File: src/rtl/pc_sequencer_pkg.sv
// Shared encodings for the PC sequencer: next-PC op codes, FSM states and
// the pipeline control payload.
package pc_sequencer_pkg;

    localparam int unsigned NPC_W   = 3;
    localparam int unsigned REG_W   = 5;
    localparam int unsigned STATE_W = 2;

    localparam logic [NPC_W-1:0] NPC_PLUS4  = 3'b000;
    localparam logic [NPC_W-1:0] NPC_BRANCH = 3'b001;
    localparam logic [NPC_W-1:0] NPC_JUMP   = 3'b010;
    localparam logic [NPC_W-1:0] NPC_JALR   = 3'b100;

    typedef enum logic [STATE_W-1:0] {
        RUN        = 2'd0,
        LU_STALL   = 2'd1,
        FETCH_WAIT = 2'd2
    } seq_state_e;

    typedef struct packed {
        logic             pc_write;
        logic [NPC_W-1:0] npc_op;
        logic             pipe_hold;
        logic             if_id_write;
        logic             if_id_flush;
        logic             id_ex_flush;
        logic             ex_mem_flush;
    } pipe_ctrl_t;

endpackage

File: src/rtl/pc_sequencer_if.sv
// Bundle between the PC sequencer (master) and the pipeline/next-PC unit (slave).
interface pc_sequencer_if #(parameter int unsigned CNT_W = 16);
    import pc_sequencer_pkg::*;

    logic               imem_ready;
    logic [NPC_W-1:0]   mem_npcop;
    logic               mem_zero;
    logic               id_ex_memread;
    logic [REG_W-1:0]   id_ex_rd;
    logic [REG_W-1:0]   if_id_rs1;
    logic [REG_W-1:0]   if_id_rs2;
    logic               pc_write;
    logic [NPC_W-1:0]   npc_op;
    logic               pipe_hold;
    logic               if_id_write;
    logic               if_id_flush;
    logic               id_ex_flush;
    logic               ex_mem_flush;
    logic [CNT_W-1:0]   redirect_cnt;
    logic [CNT_W-1:0]   stall_cnt;
    logic [STATE_W-1:0] seq_state;

    modport master (
        input  imem_ready, mem_npcop, mem_zero, id_ex_memread, id_ex_rd, if_id_rs1, if_id_rs2,
        output pc_write, npc_op, pipe_hold, if_id_write, if_id_flush, id_ex_flush, ex_mem_flush,
               redirect_cnt, stall_cnt, seq_state
    );

    modport slave (
        output imem_ready, mem_npcop, mem_zero, id_ex_memread, id_ex_rd, if_id_rs1, if_id_rs2,
        input  pc_write, npc_op, pipe_hold, if_id_write, if_id_flush, id_ex_flush, ex_mem_flush,
               redirect_cnt, stall_cnt, seq_state
    );

endinterface

File: src/rtl/pc_sequencer_sat_counter.sv
// Saturating up-counter with synchronous active-low clear; reusable for perf counters.
module sat_counter #(
    parameter int unsigned W = 16
) (
    input  logic         clk,
    input  logic         rstn,
    input  logic         inc_i,
    output logic [W-1:0] q_o
);

    logic [W-1:0] q_q, q_d;

    always_comb begin
        q_d = q_q;
        if (inc_i && (q_q != {W{1'b1}})) begin
            q_d = q_q + W'(1);
        end
    end

    always_ff @(posedge clk) begin
        if (!rstn) begin
            q_q <= '0;
        end else begin
            q_q <= q_d;
        end
    end

    assign q_o = q_q;

endmodule

File: src/rtl/pc_sequencer.sv
// Pipeline sequencer: MEM-stage redirects, load-use bubbles and fetch-wait freeze
// for the 5-stage CPU, plus saturating redirect/stall debug counters.
module pc_sequencer
    import pc_sequencer_pkg::*;
#(
    parameter int unsigned CNT_W = 16
) (
    input logic            clk,
    input logic            rstn,
    pc_sequencer_if.master bus
);

    seq_state_e state_q, state_d;
    pipe_ctrl_t ctrl;
    logic       taken;
    logic       lu_haz;
    logic       redirect_inc;
    logic       stall_inc;

    // Redirect decode; unknown op codes fall through as not taken.
    always_comb begin
        taken = 1'b0;
        case (bus.mem_npcop)
            NPC_BRANCH: taken = bus.mem_zero;
            NPC_JUMP:   taken = 1'b1;
            NPC_JALR:   taken = 1'b1;
            default:    taken = 1'b0;
        endcase
    end

    assign lu_haz = bus.id_ex_memread && (bus.id_ex_rd != '0) &&
                    ((bus.id_ex_rd == bus.if_id_rs1) || (bus.id_ex_rd == bus.if_id_rs2));

    always_ff @(posedge clk) begin
        if (!rstn) begin
            state_q <= RUN;
        end else begin
            state_q <= state_d;
        end
    end

    // Priority: reset > fetch-not-ready > redirect > load-use > normal advance.
    always_comb begin
        state_d      = state_q;
        ctrl         = '0;
        ctrl.npc_op  = NPC_PLUS4;
        redirect_inc = 1'b0;
        stall_inc    = 1'b0;
        if (!rstn) begin
            ctrl.if_id_flush  = 1'b1;
            ctrl.id_ex_flush  = 1'b1;
            ctrl.ex_mem_flush = 1'b1;
            state_d           = RUN;
        end else if (!bus.imem_ready) begin
            ctrl.pipe_hold = 1'b1;
            state_d        = FETCH_WAIT;
        end else if (taken) begin
            ctrl.pc_write     = 1'b1;
            ctrl.npc_op       = bus.mem_npcop;
            ctrl.if_id_write  = 1'b1;
            ctrl.if_id_flush  = 1'b1;
            ctrl.id_ex_flush  = 1'b1;
            ctrl.ex_mem_flush = 1'b1;
            redirect_inc      = 1'b1;
            state_d           = RUN;
        end else if (lu_haz && (state_q != LU_STALL)) begin
            // EX already holds the bubble in LU_STALL, so the hazard is not re-raised.
            ctrl.id_ex_flush = 1'b1;
            stall_inc        = 1'b1;
            state_d          = LU_STALL;
        end else begin
            ctrl.pc_write    = 1'b1;
            ctrl.if_id_write = 1'b1;
            state_d          = RUN;
        end
    end

    sat_counter #(.W(CNT_W)) u_redirect_cnt (
        .clk   (clk),
        .rstn  (rstn),
        .inc_i (redirect_inc),
        .q_o   (bus.redirect_cnt)
    );

    sat_counter #(.W(CNT_W)) u_stall_cnt (
        .clk   (clk),
        .rstn  (rstn),
        .inc_i (stall_inc),
        .q_o   (bus.stall_cnt)
    );

    assign bus.pc_write     = ctrl.pc_write;
    assign bus.npc_op       = ctrl.npc_op;
    assign bus.pipe_hold    = ctrl.pipe_hold;
    assign bus.if_id_write  = ctrl.if_id_write;
    assign bus.if_id_flush  = ctrl.if_id_flush;
    assign bus.id_ex_flush  = ctrl.id_ex_flush;
    assign bus.ex_mem_flush = ctrl.ex_mem_flush;
    assign bus.seq_state    = STATE_W'(state_q);

endmodule

File: src/flat_wrapper.sv
// flat-port wrapper written by rule: the top's interface ports become plain ports
module pc_sequencer_flat import pc_sequencer_pkg::*;
#(
    parameter int unsigned CNT_W = 16
)
  (clk, rstn, bus_imem_ready, bus_mem_npcop, bus_mem_zero, bus_id_ex_memread, bus_id_ex_rd, bus_if_id_rs1, bus_if_id_rs2, bus_pc_write, bus_npc_op, bus_pipe_hold, bus_if_id_write, bus_if_id_flush, bus_id_ex_flush, bus_ex_mem_flush, bus_redirect_cnt, bus_stall_cnt, bus_seq_state);
  pc_sequencer_if #(.CNT_W(CNT_W)) bus_i ();
  input logic clk;
  input logic rstn;
  input wire logic [$bits(bus_i.imem_ready)-1:0] bus_imem_ready;
  input wire logic [$bits(bus_i.mem_npcop)-1:0] bus_mem_npcop;
  input wire logic [$bits(bus_i.mem_zero)-1:0] bus_mem_zero;
  input wire logic [$bits(bus_i.id_ex_memread)-1:0] bus_id_ex_memread;
  input wire logic [$bits(bus_i.id_ex_rd)-1:0] bus_id_ex_rd;
  input wire logic [$bits(bus_i.if_id_rs1)-1:0] bus_if_id_rs1;
  input wire logic [$bits(bus_i.if_id_rs2)-1:0] bus_if_id_rs2;
  output wire logic [$bits(bus_i.pc_write)-1:0] bus_pc_write;
  output wire logic [$bits(bus_i.npc_op)-1:0] bus_npc_op;
  output wire logic [$bits(bus_i.pipe_hold)-1:0] bus_pipe_hold;
  output wire logic [$bits(bus_i.if_id_write)-1:0] bus_if_id_write;
  output wire logic [$bits(bus_i.if_id_flush)-1:0] bus_if_id_flush;
  output wire logic [$bits(bus_i.id_ex_flush)-1:0] bus_id_ex_flush;
  output wire logic [$bits(bus_i.ex_mem_flush)-1:0] bus_ex_mem_flush;
  output wire logic [$bits(bus_i.redirect_cnt)-1:0] bus_redirect_cnt;
  output wire logic [$bits(bus_i.stall_cnt)-1:0] bus_stall_cnt;
  output wire logic [$bits(bus_i.seq_state)-1:0] bus_seq_state;
  assign bus_i.imem_ready = bus_imem_ready;
  assign bus_i.mem_npcop = bus_mem_npcop;
  assign bus_i.mem_zero = bus_mem_zero;
  assign bus_i.id_ex_memread = bus_id_ex_memread;
  assign bus_i.id_ex_rd = bus_id_ex_rd;
  assign bus_i.if_id_rs1 = bus_if_id_rs1;
  assign bus_i.if_id_rs2 = bus_if_id_rs2;
  assign bus_pc_write = bus_i.pc_write;
  assign bus_npc_op = bus_i.npc_op;
  assign bus_pipe_hold = bus_i.pipe_hold;
  assign bus_if_id_write = bus_i.if_id_write;
  assign bus_if_id_flush = bus_i.if_id_flush;
  assign bus_id_ex_flush = bus_i.id_ex_flush;
  assign bus_ex_mem_flush = bus_i.ex_mem_flush;
  assign bus_redirect_cnt = bus_i.redirect_cnt;
  assign bus_stall_cnt = bus_i.stall_cnt;
  assign bus_seq_state = bus_i.seq_state;
  pc_sequencer #(.CNT_W(CNT_W)) u_core (.clk(clk), .rstn(rstn), .bus(bus_i));
endmodule
File: config.mk
export PLATFORM = sky130hd
export DESIGN_NAME = pc_sequencer_flat
export DESIGN_NICKNAME = d
export VERILOG_FILES = /design/src/rtl/pc_sequencer_pkg.sv /design/src/rtl/pc_sequencer_if.sv /design/src/rtl/pc_sequencer_sat_counter.sv /design/src/rtl/pc_sequencer.sv /design/src/flat_wrapper.sv
export SDC_FILE = /design/constraint.sdc
export NUM_CORES = 1
export LEC_CHECK = 0
export ABC_AREA = 1
export CORE_MARGIN = 4
export CORE_UTILIZATION = 52
export CTS_CLUSTER_DIAMETER = 200
export DETAILED_ROUTE_END_ITERATION = 10
export PLACE_DENSITY = 0.95
export SLEW_MARGIN = 20
export SYNTH_ARGS = -nofsm -noshare
export SYNTH_HDL_FRONTEND = slang
export SYNTH_HIERARCHICAL = 1
export SYNTH_SLANG_ARGS = --single-unit
File: constraint.sdc
create_clock -name clk -period 4.3 [get_ports clk]
set_clock_uncertainty 0.2 [all_clocks]
set_input_delay 1.075 -clock clk [delete_from_list [all_inputs] [get_ports clk]]
set_output_delay 1.075 -clock clk [all_outputs]
set_load 0.02 [all_outputs]
==> flow_metrics.py <==
metrics = {
    "yosys": {
        "yosys.area_share.simple_pct": 55.56,
        "syn-num-nets": 406,
        "synthMuxAreaShare_pct": 0,
        "synth_cell_types": 23,
        "synth_top_area_share_pct": 28.68,
        "post_synth_xor_area_fraction_pct": 0.7380,
        "yosysWarningCount": 6,
        "ys_top_cells_by_area": "dfxtp_1 (29%), nand2_1 (17%), nor2_1 (14%)",
        "ys_seq_area_share_pct": 28.68,
        "synth_top_family_by_area": "simple AND/OR/NAND/NOR gates",
        "avgSynthCellArea_um2": 6.230,
        "synth_seq_cells": 34,
        "synth-compound-area-share_pct": 3.374,
        "syn_inst": 381,
        "synthesis.area_mm2": 0.002374,
        "synthAdderAreaFrac_pct": 1.054,
        "yosysTopAreaCell": "dfxtp_1",
    },
    "sta": {
        "hold_ws_ps": 321.6,
        "fin_crit_sh_pct": 94.87,
        "tns_ps": 0,
        "slew_headroom_pct": 62.82,
        "finalMaxSlewViolations": 0,
        "fmax_mhz": 245.1,
        "finalCriticalPeriod_ps": 4080,
        "setup-violations-final": 0,
        "rsz0062_at_grt": "no",
        "tightest_slew_ps": 555.7,
        "hold_viol_final": 0,
    },
    "place": {
        "io_buffers": 65,
        "finalWeightedCongestion": 0.9264,
        "hpwl_mm": 4.778,
    },
    "pwr": {
        "ir_drop_mv": 0.2082,
        "p_sw_w": 0.0001594,
        "p_seq_share_pct": 50.5,
        "power_density_mw_per_mm2": 204.1,
        "p_int_w": 0.0004699,
        "swShare_pct": 25.33,
        "p_clk_share_pct": 36.0,
        "pwr-share-comb_pct": 13.5,
        "leakagePower_nw": 1.355,
    },
    "global_route": {
        "grt_pass1_wl_mm": 9.887,
        "grt_max_degree": 22,
        "grt_pass1_vias": 2459,
        "gr-total-overflow": 0,
        "grt.total_usage_pct": 22.33,
        "antenna_found_initial": 0,
    },
    "die": {
        "placementRows": 24,
        "die_area_mm2": 0.005709,
        "die_y_um": 75.56,
        "die-width_um": 75.56,
        "core_mm2": 0.004384,
        "pin_count": 66,
        "initial_core_util_pct": 54.14,
    },
    "run_status": {
        "status": "completed",
    },
    "layout": {
        "antenna_cells": 0,
        "syn2layout_area_growth_pct": 29.89,
        "drive_above_1_share_pct": 11.63,
        "final_nets": 472,
    },
    "routing": {
        "routed_wl_mm": 6.066,
        "vias": 2592,
        "initialDrtViolationCount": 112,
        "firstDrtPassIters": 4,
        "wl_per_cell_um": 12.16,
        "detail-route-antenna-nets": 0,
        "remaining_drc_errors": 0,
        "viasPerCell": 5.194,
    },
    "worst_setup_path": {
        "cpMaxStageDelayCell": "clkdlybuf4s50_1",
        "crit_start": "bus_id_ex_rd[1]",
        "r2r_start": "u_core/bus.seq_state[1]$_SDFF_PN0_",
        "r2r_end": "u_core/u_stall_cnt/q_o[13]$_SDFFE_PN0P_",
        "cp_top_family": "buffers and inverters",
        "startpoint_type": "input pin",
        "crit_cells": 11,
        "path_cells": "clkdlybuf4s50_1 -> inv_2 -> nand2_1 -> nand2_1 -> nor2_1 -> nand3_1 -> nand2_2 -> nand3_2 -> nand2_1 -> inv_1 -> clkdlybuf4s50_1",
        "required_ps": 3020,
        "critPathMaxFanout": 4,
        "reg2regPathDepth": 12,
        "slowest_delay_ps": 530,
        "r2r_slack_ps": 2110,
        "end_kind": "output pin",
        "path_buf_inv": 4,
        "arrival_ps": 2800,
        "path_class": "in2out",
        "cpMostUsedCell": "nand2_1",
        "crit_end": "bus_pc_write",
    },
    "clocking": {
        "clock-sinks": 34,
        "cts_resized": 0,
        "path_clk_slew_ps": 70,
        "htree_levels": 2,
        "cts_hold_buffers": 0,
        "clock_latency_ps": 290,
        "cts-root-buf": "clkbuf_8",
        "cts_made_buffers": 5,
        "cts_tree": "yes",
        "cts_buffer_depth": 2,
        "post_cts_buffers": 0,
    },
    "min_path": {
        "hp-class": "reg2reg",
    },
    "flow_run": {
        "max_cap_violations": 0,
    },
}
-- sequential cells by signal, indices dropped and copies added, names as in the netlist --
signal and cells:
u_core/u_redirect_cnt/q_o 16, u_core/bus.seq_state 2, u_core/u_stall_cnt/q_o 16
-- worst min-delay path, stage by stage, from the launching register on --
cell and delay (ps):
dfxtp_1 330, nor2_1 100, nor2_1 50
-- cells in the final DEF, fill, tap and decap left out, drive strengths merged --
master / instances
ha: 2
nand4: 7
a21oi: 15
o21ai: 1
nor2: 114
dfxtp: 34
or2: 2
nor3: 2
inv: 41
buf: 2
clkbuf: 7
nand3: 30
clkdlybuf4s50: 65
xnor2: 2
nand2: 123
-- synth_stat cells (all sizes together) --
cell	count
or2	2
xnor2	2
a21oi	15
buf	6
nor2	114
nand4	7
dfxtp	34
clkbuf	2
nand3	30
o21ai	1
nand2	123
inv	41
ha	2
nor3	2
-- power by group through the flow --
stage,Combinational [W],Sequential (W),Clock [W]
after floorplan,0.0000468,0.000327,0
after global placement,0.0000820,0.000325,0
after detailed placement,0.0000846,0.000325,0
after CTS,0.0000849,0.000318,0.000232
after global routing,0.0000930,0.000318,0.000243
final,0.0000850,0.000318,0.000226
-- layout make-up --
class,count,area [um2]
Tap cell,52,65.06
Sequential cell,34,680.7
Inverter,41,153.9
Fill cell,386,1301
Timing Repair Buffer,67,665.6
Multi-Input combinational cell,298,1441
Clock buffer,7,76.32
-- logic make-up (layout without fill, tap and decap cells) --
family	after synthesis	after routing
XOR/XNOR	2	2
AND/OR/NAND/NOR	278	278
buffers and inverters	49	115
adder cells (fa/ha/maj)	2	2
flip-flops	34	34
AO/OA/AOI/OAI	16	16
-- metal layers --
metal,vias to the layer above,wire [um],share of wire [%],GRT usage (%)
li1,1304,-,-,-
met1,1196,2513,41,22.98
met2,78,3127,52,41.61
met3,14,285,4.7,6.201
met4,0,140,2.3,10.10
met5,-,0,0,0
-- per-stage QoR --
step | util [%] | setup slack [ps] | total power (W) | cell area, um2 | std cells
floorplan | - | 1172 | 0.0003737 | 2374 | 381
global placement | 68.58 | 267.6 | 0.0004069 | 3007 | 492
detailed placement | 68.58 | 233.4 | 0.0004097 | 3007 | 492
CTS | 70.32 | 231.8 | 0.0006348 | 3083 | 499
global route | 70.32 | 61.05 | 0.0006543 | 3083 | 499
finish | 70.32 | 220.5 | 0.0006293 | 3083 | 499
-- worst min-delay path by stage --
stage                                                          from                                        end  slack (ps)  cells after the start
after global routing         u_core/u_stall_cnt/q_o[1]$_SDFFE_PN0P_     u_core/u_stall_cnt/q_o[1]$_SDFFE_PN0P_         360                      2
final                     u_core/u_redirect_cnt/q_o[1]$_SDFFE_PN0P_  u_core/u_redirect_cnt/q_o[1]$_SDFFE_PN0P_         320                      2
after floorplan           u_core/u_redirect_cnt/q_o[1]$_SDFFE_PN0P_  u_core/u_redirect_cnt/q_o[1]$_SDFFE_PN0P_         380                      2
after detailed placement  u_core/u_redirect_cnt/q_o[1]$_SDFFE_PN0P_  u_core/u_redirect_cnt/q_o[1]$_SDFFE_PN0P_         320                      2
after CTS                 u_core/u_redirect_cnt/q_o[1]$_SDFFE_PN0P_  u_core/u_redirect_cnt/q_o[1]$_SDFFE_PN0P_         330                      2
after global placement    u_core/u_redirect_cnt/q_o[1]$_SDFFE_PN0P_  u_core/u_redirect_cnt/q_o[1]$_SDFFE_PN0P_         310                      2
Power figures use the tool's default switching activity.
